**src/rtl/loss.sv**
```systemverilog
// Output-layer error generator: pairs activation/target, emits (act - tgt) <<< SHIFT one cycle after the pair when training.
// Operands stall (ready low) while one is already held or while an error waits for error_ready; error is held stable until accepted.
module loss #(
  parameter int SHIFT     = 0,
  parameter int ACC_WIDTH = 32,
  parameter int CNT_WIDTH = 16
) (
  input  logic                 clock,
  input  logic                 reset,
  input  logic                 train,
  input  logic                 clear,
  input  logic                 activation_valid,
  output logic                 activation_ready,
  input  logic [7:0]           activation_data,
  input  logic                 target_valid,
  output logic                 target_ready,
  input  logic [7:0]           target_data,
  output logic                 error_valid,
  input  logic                 error_ready,
  output logic [15:0]          error_data,
  output logic [ACC_WIDTH-1:0] sse,
  output logic [CNT_WIDTH-1:0] count
);

  typedef enum logic {COLLECT, SEND} state_t;

  state_t                 state_q, state_d;
  logic                   act_held_q, act_held_d;
  logic                   tgt_held_q, tgt_held_d;
  logic [7:0]             act_q, act_d;
  logic [7:0]             tgt_q, tgt_d;
  logic [15:0]            err_q, err_d;
  logic [ACC_WIDTH-1:0]   sse_q, sse_d;
  logic [CNT_WIDTH-1:0]   cnt_q, cnt_d;

  logic                   act_fire, tgt_fire, pair;
  logic [7:0]             act_val, tgt_val;
  logic [8:0]             diff;
  logic [7:0]             diff_abs;
  logic [15:0]            diff_sq;
  logic [15:0]            diff_ext;
  logic [ACC_WIDTH-1:0]   sse_base;
  logic [CNT_WIDTH-1:0]   cnt_base;
  logic [ACC_WIDTH:0]     sse_sum;

  assign activation_ready = (state_q == COLLECT) && !act_held_q;
  assign target_ready     = (state_q == COLLECT) && !tgt_held_q;
  assign act_fire         = activation_valid && activation_ready;
  assign tgt_fire         = target_valid && target_ready;

  // A held operand stands in for the missing handshake of the current cycle.
  assign act_val = act_held_q ? act_q : activation_data;
  assign tgt_val = tgt_held_q ? tgt_q : target_data;
  assign pair    = (state_q == COLLECT) && (act_held_q || act_fire) && (tgt_held_q || tgt_fire);

  assign diff     = {1'b0, act_val} - {1'b0, tgt_val};
  assign diff_abs = diff[8] ? 8'(-diff) : diff[7:0];
  assign diff_sq  = {8'h00, diff_abs} * {8'h00, diff_abs};
  assign diff_ext = {{7{diff[8]}}, diff};

  // Clear applies before the pair's contribution in the same cycle.
  assign sse_base = clear ? '0 : sse_q;
  assign cnt_base = clear ? '0 : cnt_q;
  assign sse_sum  = {1'b0, sse_base} + {{(ACC_WIDTH-15){1'b0}}, diff_sq};

  always_comb begin
    state_d    = state_q;
    act_held_d = act_held_q;
    tgt_held_d = tgt_held_q;
    act_d      = act_q;
    tgt_d      = tgt_q;
    err_d      = err_q;
    sse_d      = sse_base;
    cnt_d      = cnt_base;

    case (state_q)
      COLLECT: begin
        if (pair) begin
          act_held_d = 1'b0;
          tgt_held_d = 1'b0;
          err_d      = diff_ext <<< SHIFT;
          cnt_d      = cnt_base + CNT_WIDTH'(1);
          sse_d      = sse_sum[ACC_WIDTH] ? {ACC_WIDTH{1'b1}} : sse_sum[ACC_WIDTH-1:0];
          if (train) state_d = SEND;
        end else begin
          if (act_fire) begin
            act_held_d = 1'b1;
            act_d      = activation_data;
          end
          if (tgt_fire) begin
            tgt_held_d = 1'b1;
            tgt_d      = target_data;
          end
        end
      end
      SEND: begin
        if (error_ready) state_d = COLLECT;
      end
      default: state_d = COLLECT;
    endcase
  end

  always_ff @(posedge clock) begin
    if (reset) begin
      state_q    <= COLLECT;
      act_held_q <= 1'b0;
      tgt_held_q <= 1'b0;
      act_q      <= '0;
      tgt_q      <= '0;
      err_q      <= '0;
      sse_q      <= '0;
      cnt_q      <= '0;
    end else begin
      state_q    <= state_d;
      act_held_q <= act_held_d;
      tgt_held_q <= tgt_held_d;
      act_q      <= act_d;
      tgt_q      <= tgt_d;
      err_q      <= err_d;
      sse_q      <= sse_d;
      cnt_q      <= cnt_d;
    end
  end

  assign error_valid = (state_q == SEND);
  assign error_data  = err_q;
  assign sse         = sse_q;
  assign count       = cnt_q;

endmodule
```
**config.mk**
```make
export PLATFORM = sky130hd
export DESIGN_NAME = loss
export DESIGN_NICKNAME = d
export VERILOG_FILES = /design/src/rtl/loss.sv
export SDC_FILE = /design/constraint.sdc
export NUM_CORES = 1
export LEC_CHECK = 0
export CAP_MARGIN = 20
export CORE_UTILIZATION = 45
export DETAILED_ROUTE_END_ITERATION = 8
export HOLD_SLACK_MARGIN = 0.05
export PLACE_DENSITY = 0.71
export SLEW_MARGIN = 10
export SYNTH_ARGS = -nofsm -noshare
export SYNTH_HDL_FRONTEND = slang
export SYNTH_SLANG_ARGS = --single-unit
```
**constraint.sdc**
```tcl
create_clock -name clock -period 6.8 [get_ports clock]
set_clock_uncertainty 0.2 [all_clocks]
set_input_delay 0.68 -clock clock [delete_from_list [all_inputs] [get_ports clock]]
set_output_delay 0.68 -clock clock [all_outputs]
set_load 0.02 [all_outputs]
```
==> flow_metrics.tcl, run 1 <==
set metrics [dict create \
    status "complete, but fails checks" \
    violations "setup timing" \
    finalCriticalPeriod_ps 6870 \
    ios 90 \
    wl_per_cell_um 16.4 \
    syn_area_um2 6230 \
    syn_to_final_growth_pct 43.9 \
    cp.arrival_ps 6930 \
    hold_violations 0 \
    synth_flop_cell "dfxtp_1" \
    slew_headroom_pct 36.6 \
    cts_root_buf "clkbuf_16" \
    dieArea_um2 14300 \
    endpoint_kind "register" \
    fp-row-count 42 \
    cap_violations 0 \
    cts_htree_levels 3 \
    setup.worst_path.start "activation_data[4]" \
    num_vias 5811 \
    fillCellCount 1088 \
    min_path_type "register to register" \
    grt_pass1_vias 5971 \
    crit_type "input port to register" \
    synth_edf_count 0 \
    dr.pass1.iters 4 \
    overflow 0 \
    die_h_um 120 \
    clk_pin_slew_ps 60 \
    timing.final.crit_share_pct 101 \
    drcViolationCount 0 \
    grt_start_max_net_pins 66 \
    cts_inserted_buffers 9 \
    register_area_um2 1530 \
    ys_types 58 \
    track_usage_pct 25.7 \
    drv_slew 0 \
    place_ws_ps -826 \
    synth_nets 848 \
    ys_async_sr_fraction_pct 0 \
    layout_setup_ws_ps -74.8 \
    cts.sinks 76 \
    antenna_found_initial 1 \
    vias_per_cell 5.32 \
    start_util_pct 46.7 \
    syn_inst 734 \
    port_buffers 89 \
    ys_warn_count 0 \
    cts_buffer_depth 2 \
    rsz0062_at_grt "yes" \
    ant_nets 0 \
    worstSkewPairLatency_ps 350 \
    avgSynthCellArea_um2 8.49 \
    startpoint_type "input port" \
    dp_hpwl_um 13200 \
    coreArea_um2 13300 \
    place.gp.congestion 0.879 \
    hold_start "error_data[5]$_SDFFE_PP0P_" \
    worstMarginPinSlew_ps 945 \
    postCtsHoldBufs 0 \
    grt_pass1_wl_um 28800 \
    crit_required_ps 6850 \
    yosysSeqAreaShare_pct 24.4 \
    max_freq_mhz 145 \
    fp.dieW_um 120 \
    ys_ff_latch 76 \
    rr_startpoint "act_held_q$_SDFFE_PP0P_" \
    nets 1026 \
    multi_input_area_um2 4870 \
    drive_gt1_share_pct 27.1 \
    cp_max_fo 5 \
    cts_tree "done" \
    drt_iter0_markers 296 \
    rrSetupSlack_ps -70 \
    wl_um 18000 \
    setup_viol_count_final 1 \
]
-- path summary, 6_finish.rpt --
check,end,depth (start not counted)
worst min register to register,error_data[5]$_SDFFE_PP0P_,2
worst max register to register,sse[15]$_SDFF_PP0_,25
worst max-delay path,sse[15]$_SDFF_PP0_,26
worst min-delay path,error_data[5]$_SDFFE_PP0P_,2
-- cells in the mapped netlist (all sizes together), types with 21 or more instances --
| library cell | number | area [um2] |
|---|---|---|
| clkbuf | 22 | 82.6 |
| xor2 | 25 | 219 |
| mux2i | 27 | 283 |
| fa | 38 | 761 |
| o21ai | 23 | 119 |
| xnor2 | 21 | 191 |
| dfxtp | 76 | 1520 |
| a21oi | 47 | 243 |
| ha | 53 | 663 |
| nor2b | 25 | 156 |
| nand2 | 43 | 161 |
| inv | 83 | 312 |
| nor2 | 79 | 297 |
-- logic make-up after synthesis --
family | count (synthesis) | synth area share, %
compound gates | 138 | 14.5
simple gates | 233 | 18.3
fa+ha+maj | 91 | 22.9
flops | 76 | 24.4
buf+inv | 115 | 7.37
mux | 35 | 5.99
xor+xnor | 46 | 6.59
-- routing by layer --
metal	wire [um]	track usage (%)	vias to the layer above
met2	9480	46.5	141
met5	0	0	-
met4	297	8.52	0
li1	-	-	2811
met3	987	6.89	22
met1	7190	29.1	2837
-- registers in the layout, indices dropped and copies added, names as in the netlist --
name,cells
sse,32
count,16
error_data,9
act_q,8
tgt_q,8
act_held_q,1
error_valid,1
tgt_held_q,1
-- stage by stage --
stage / hold WS [ps] / util [%] / area, um2 / TNS, ps / instances
6_report: 263 / 67.2 / 8960 / -74.8 / 1093
5_1_grt: 286 / 67.2 / 8960 / -3600 / 1093
4_1_cts: 267 / 65.2 / 8700 / -346 / 1083
3_5_place_dp: 254 / 60.6 / 8100 / -23160 / 1061
3_3_place_gp: 255 / 60.6 / 8100 / -20450 / 1061
2_1_floorplan: 254 / - / 6420 / -2270 / 734
-- placed cells by master, fill, tap and decap left out, drive strengths merged, types with 25 or more instances in the layout --
cell type / n
buf: 111
inv: 83
nor2: 79
clkdlybuf4s50: 76
dfxtp: 76
ha: 53
a21oi: 47
nand2: 43
fa: 38
mux2i: 27
nor2b: 25
xor2: 25
-- critical path: stages --
cell,delay (ps)
dlygate4sd2_1,270
mux2_4,290
ha_4,240
inv_1,80
nor2_1,60
or4_4,500
a2111oi_4,400
o21a_1,240
nor2_4,60
buf_4,140
or2_4,250
fa_2,360
inv_2,70
fa_1,420
fa_1,540
inv_1,50
fa_1,490
inv_2,50
ha_4,210
a21o_1,170
or3_1,320
o21ai_2,210
a21boi_2,90
o21a_1,180
or4_1,470
o311ai_1,90
-- what timing repair did --
action	in CTS	in global routing
gates cloned	0	1
pin swaps	44	29
setup buffers	8	9
endpoints found under the setup margin	32	32
resized for setup	77	44
-- area by class of cell --
class	count	share of cell area [%]
Antenna cell	1	0.0279
Clock buffer	12	2.86
Clock inverter	3	0.251
Inverter	83	3.48
Multi-Input combinational cell	543	54.3
Sequential cell	76	17.1
Tap cell	176	2.46
Timing Repair Buffer	199	19.5
Power of run 1 is not shown: default switching activity piles up to over one toggle a cycle in this logic, so the estimate is an artifact.
==> inputs of run 2 (changes only) <==
--- a/config.mk
+++ b/config.mk
@@ -6,10 +6,11 @@
 export NUM_CORES = 1
 export LEC_CHECK = 0
 export CAP_MARGIN = 20
-export CORE_UTILIZATION = 45
+export CORE_MARGIN = 5
+export CORE_UTILIZATION = 30
+export CTS_CLUSTER_SIZE = 28
 export DETAILED_ROUTE_END_ITERATION = 8
 export HOLD_SLACK_MARGIN = 0.05
-export PLACE_DENSITY = 0.71
 export SLEW_MARGIN = 10
 export SYNTH_ARGS = -nofsm -noshare
 export SYNTH_HDL_FRONTEND = slang
==> flow_metrics.tcl, run 2 (synthesis gave the netlist of run 1 again) <==
set metrics [dict create \
    status "completed" \
    dp_hpwl_um 13300 \
    largest_register_ffs 32 \
    cts_htree_levels 3 \
    num_vias 5574 \
    place_ws_ps -863 \
    startpoint_type "input port" \
    finalCriticalPeriod_ps 6750 \
    wl_per_cell_um 14.8 \
    clk_pin_slew_ps 60 \
    drt_iter0_markers 210 \
    fillCellCount 1979 \
    timing.final.crit_share_pct 99.3 \
    grt_start_max_net_pins 66 \
    worstMarginPinSlew_ps 717 \
    rsz0062_at_grt "yes" \
    setup_viol_count_final 0 \
    crit_end "sse[22]$_SDFF_PP0_" \
    grt_pass1_vias 5563 \
    final_core_util_pct 44.6 \
    max_freq_mhz 148 \
    fp-row-count 52 \
    cts_tree "done" \
    final_cell_mix "114 x buf_4, 77 x clkdlybuf4s50_1, 75 x dfxtp_1" \
    drive_gt1_share_pct 26.6 \
    dieArea_um2 23700 \
    ios 90 \
    cts.sinks 76 \
    layout_setup_ws_ps 50.2 \
    dr.pass1.iters 4 \
    ant_nets 0 \
    wl_um 17600 \
    nets 1035 \
    cts_inserted_buffers 9 \
    cts_buffer_depth 2 \
    cts_root_buf "clkbuf_16" \
    drv_slew 0 \
    endpoint_kind "register" \
    antenna_found_initial 0 \
    syn_to_final_growth_pct 45.8 \
    layout_commonest_cell "buf_4" \
    drcViolationCount 0 \
    multi_input_area_um2 4760 \
    vias_per_cell 4.66 \
    hold_violations 0 \
    crit_type "input port to register" \
    place.gp.congestion 0.855 \
    cap_violations 0 \
    min_path_type "register to register" \
    r2r_cells 26 \
    slew_headroom_pct 52.2 \
    rr_startpoint "act_held_q$_SDFFE_PP0P_" \
    crit_required_ps 6880 \
    rrSetupSlack_ps 60 \
    start_util_pct 30.6 \
    cp.arrival_ps 6830 \
    setup.worst_path.start "activation_data[1]" \
    overflow 0 \
    register_area_um2 1530 \
    worst_r2r_endpoint "sse[22]$_SDFF_PP0_" \
    die_h_um 154 \
    grt_pass1_wl_um 28500 \
    track_usage_pct 14.7 \
    cp_max_fo 7 \
    coreArea_um2 20400 \
    port_buffers 89 \
    worstSkewPairLatency_ps 350 \
    fp.dieW_um 154 \
    n_antenna_cell 0 \
]
==> run 2: changes by cell type in the layout (fill, tap and decap cells not counted), moves of 3 or more <==
| cell | previous run | this run |
|---|---|---|
| a21oi_1 | 25 | 31 |
| a21oi_2 | 20 | 14 |
| buf_4 | 100 | 114 |
| buf_6 | 8 | 2 |
| nand2_4 | 3 | 0 |
| o21ai_1 | 3 | 6 |
| o21ai_2 | 10 | 7 |
==> run 2: worst min path at each step <==
stage | from | end | slack [ps] | cells after the start
global route | error_data[1]$_SDFFE_PP0P_ | error_data[1]$_SDFFE_PP0P_ | 290 | 2
detailed placement | error_data[3]$_SDFFE_PP0P_ | error_data[3]$_SDFFE_PP0P_ | 250 | 2
global placement | error_data[3]$_SDFFE_PP0P_ | error_data[3]$_SDFFE_PP0P_ | 250 | 2
finish | error_data[3]$_SDFFE_PP0P_ | error_data[3]$_SDFFE_PP0P_ | 270 | 2
floorplan | act_q[1]$_SDFFE_PP0P_ | act_q[1]$_SDFFE_PP0P_ | 250 | 2
CTS | error_data[3]$_SDFFE_PP0P_ | error_data[3]$_SDFFE_PP0P_ | 270 | 2
==> run 2: metal layers <==
layer / vias up / track usage, % / share of wire, %
met5: - / 0 / 0
met4: 0 / 3.28 / 1.3
met3: 16 / 3.26 / 4.1
met2: 89 / 25.0 / 48
met1: 2649 / 19.0 / 46
li1: 2820 / - / -
==> run 2: repair_timing <==
item,in CTS,in global routing
endpoints found under the setup margin,32,32
setup buffers,10,3
gates cloned,0,1
pin swaps,33,28
hold buffers,0,0
gates resized for setup,54,36
==> run 2: through the flow <==
stage | instance area, um2 | setup TNS (ps) | cells | hold slack, ps
finish | 9080 | 0 | 1196 | 266
floorplan | 6420 | -2270 | 734 | 254
global route | 9080 | -3880 | 1196 | 286
global placement | 8310 | -21990 | 1166 | 251
detailed placement | 8310 | -23850 | 1166 | 254
CTS | 8890 | -192 | 1192 | 266
==> run 2: cell type report <==
class | count | share of cell area [%]
Inverter | 83 | 3.43
Tap cell | 270 | 3.72
Clock inverter | 6 | 0.964
Timing Repair Buffer | 208 | 20.1
Clock buffer | 10 | 2.63
Sequential cell | 76 | 16.8
Multi-Input combinational cell | 543 | 52.4
==> run 2: worst max-delay path: stages <==
cell             delay (ps)
clkdlybuf4s15_1         190
mux2_4                  300
fa_2                    400
a21o_1                  190
a21oi_2                 190
xnor2_2                  90
or3_1                   340
o31a_1                  370
xor2_4                  200
nand2b_4                160
fa_1                    510
inv_2                    50
fa_2                    470
fa_1                    510
inv_1                    50
fa_1                    490
inv_2                    50
ha_4                    290
nand3_4                  70
nor3_4                  200
a211oi_4                 90
o21ai_4                 220
nor2b_4                 190
or3b_4                  450
o21ai_1                 100
Power of run 2 is left out for the same reason.
==> inputs of run 3 (changes only) <==
--- a/config.mk
+++ b/config.mk
@@ -11,7 +11,7 @@
 export CTS_CLUSTER_SIZE = 28
 export DETAILED_ROUTE_END_ITERATION = 8
 export HOLD_SLACK_MARGIN = 0.05
-export SLEW_MARGIN = 10
+export PLACE_DENSITY = 0.49
 export SYNTH_ARGS = -nofsm -noshare
 export SYNTH_HDL_FRONTEND = slang
 export SYNTH_SLANG_ARGS = --single-unit
==> flow_metrics.tcl, run 3 (synthesis gave the netlist of run 1 again) <==
set metrics [dict create \
    status "complete, but fails checks" \
    violations "setup timing" \
    fp-row-count 52 \
    path_cells "clkdlybuf4s50_1 > mux2_4 > ha_4 > or4_4 > and2_4 > o31a_1 > xor2_2 > nor2_2 > fa_2 > inv_2 > fa_1 > inv_2 > fa_2 > fa_2 > ha_4 > a21o_1 > a21o_1 > a211oi_4 > buf_4 > o21ai_4 > o31ai_4 > xor2_1 > a21oi_1" \
    max_freq_mhz 147 \
    cts.sinks 76 \
    min_path_type "register to register" \
    slew_headroom_pct 47.8 \
    antenna_found_initial 0 \
    die_h_um 154 \
    final_cell_mix "115 x buf_4, 78 x clkdlybuf4s50_1, 76 x nor2_1" \
    cts_tree "done" \
    slowest_delay_ps 570 \
    cts_root_buf "clkbuf_16" \
    final_cell_area_um2 9230 \
    setup_viol_count_final 7 \
    wl_per_cell_um 15.3 \
    cap_violations 0 \
    place.gp.congestion 0.840 \
    drive_gt1_share_pct 28.4 \
    syn_to_final_growth_pct 48.1 \
    ant_nets 0 \
    crit_required_ps 6820 \
    coreArea_um2 20400 \
    cp.arrival_ps 6830 \
    layout_setup_ws_ps -12.6 \
    layout_commonest_cell "buf_4" \
    worstSkewPairLatency_ps 340 \
    finalCriticalPeriod_ps 6810 \
    vias_per_cell 4.68 \
    grt_pass1_vias 5732 \
    port_buffers 89 \
    track_usage_pct 15.2 \
    clk_pin_slew_ps 60 \
    drcViolationCount 0 \
    crit_family "adder cells" \
    n_antenna_cell 0 \
    crit_type "input port to register" \
    grt_pass1_wl_um 29500 \
    cts_inserted_buffers 9 \
    overflow 0 \
    placed_area_um2 8320 \
    cts_buffer_depth 2 \
    worstMarginPinSlew_ps 783 \
    start_util_pct 30.6 \
    drt_iter0_markers 126 \
    grt_start_max_net_pins 66 \
    place_ws_ps -845 \
    fp.dieW_um 154 \
    ios 90 \
    largest_register_ffs 32 \
    postCtsHoldBufs 0 \
    drv_slew 0 \
    endpoint_kind "register" \
    cts_htree_levels 3 \
    final_core_util_pct 45.3 \
    dr.pass1.iters 4 \
    hold_violations 0 \
    crit_top_cell "fa_2" \
    startpoint_type "input port" \
    rsz0062_at_grt "yes" \
    cp_slowest_cell "fa_2" \
    num_vias 5619 \
    cp_num_buf_inv 4 \
    dp_hpwl_um 13600 \
    dieArea_um2 23700 \
    cp_max_fo 4 \
    setup_tns_ps -68.6 \
    wl_um 18300 \
    nets 1042 \
    timing.final.crit_share_pct 100 \
]
[run 3: cell count changes in the layout (fill, tap and decap cells not counted), sizes merged]
| cell | change |
|---|---|
| buf | +7 |
| bufinv | -1 |
| clkdlybuf4s50 | +1 |
| clkinv | -2 |
| clkinvlp | +2 |
| dlymetal6s2s | -2 |
[run 3: worst paths after layout]
check | start | to | slack (ps) | cells past startpoint
min | error_data[6]$_SDFFE_PP0P_ | error_data[6]$_SDFFE_PP0P_ | 260 | 2
max reg2reg | act_held_q$_SDFFE_PP0P_ | sse[16]$_SDFF_PP0_ | 0 | 26
max | activation_data[5] | sse[16]$_SDFF_PP0_ | -10 | 23
min reg2reg | error_data[6]$_SDFFE_PP0P_ | error_data[6]$_SDFFE_PP0P_ | 260 | 2
[run 3: stage by stage]
stage,hold WS (ps),cells
finish,264,1201
global route,279,1201
CTS,264,1192
detailed placement,251,1167
global placement,254,1167
floorplan,254,734
[run 3: per-layer routing]
layer / vias to the layer above / share of wire [%] / track usage (%)
met3: 18 / 3.4 / 3.09
met1: 2675 / 46 / 19.4
met4: 0 / 1.6 / 3.91
li1: 2849 / - / -
met2: 77 / 49 / 26.3
met5: - / 0 / 0
[run 3: worst min-delay path, delay by kind of cell (launching register included)]
kind	cells	cell delay, ps
flops	1	310
simple gates	1	50
compound gates	1	50
[run 3: what timing repair did]
action                                  in CTS  in global routing
hold endpoints to repair                     0                  0
gates cloned                                 1                  0
endpoints found under the setup margin      32                 32
pin swaps                                   41                 17
gates resized for setup                     66                 54
setup buffers                               11                 11
[run 3: layout make-up]
type	instances	area (um2)
tap	270	338
timing repair buffer	215	1900
multi-input combinational	543	4870
fill	1968	11100
clock buffer	9	225
clock inverter	5	55.1
inverter	83	312
sequential	76	1530
Power of run 3 is left out for the same reason.
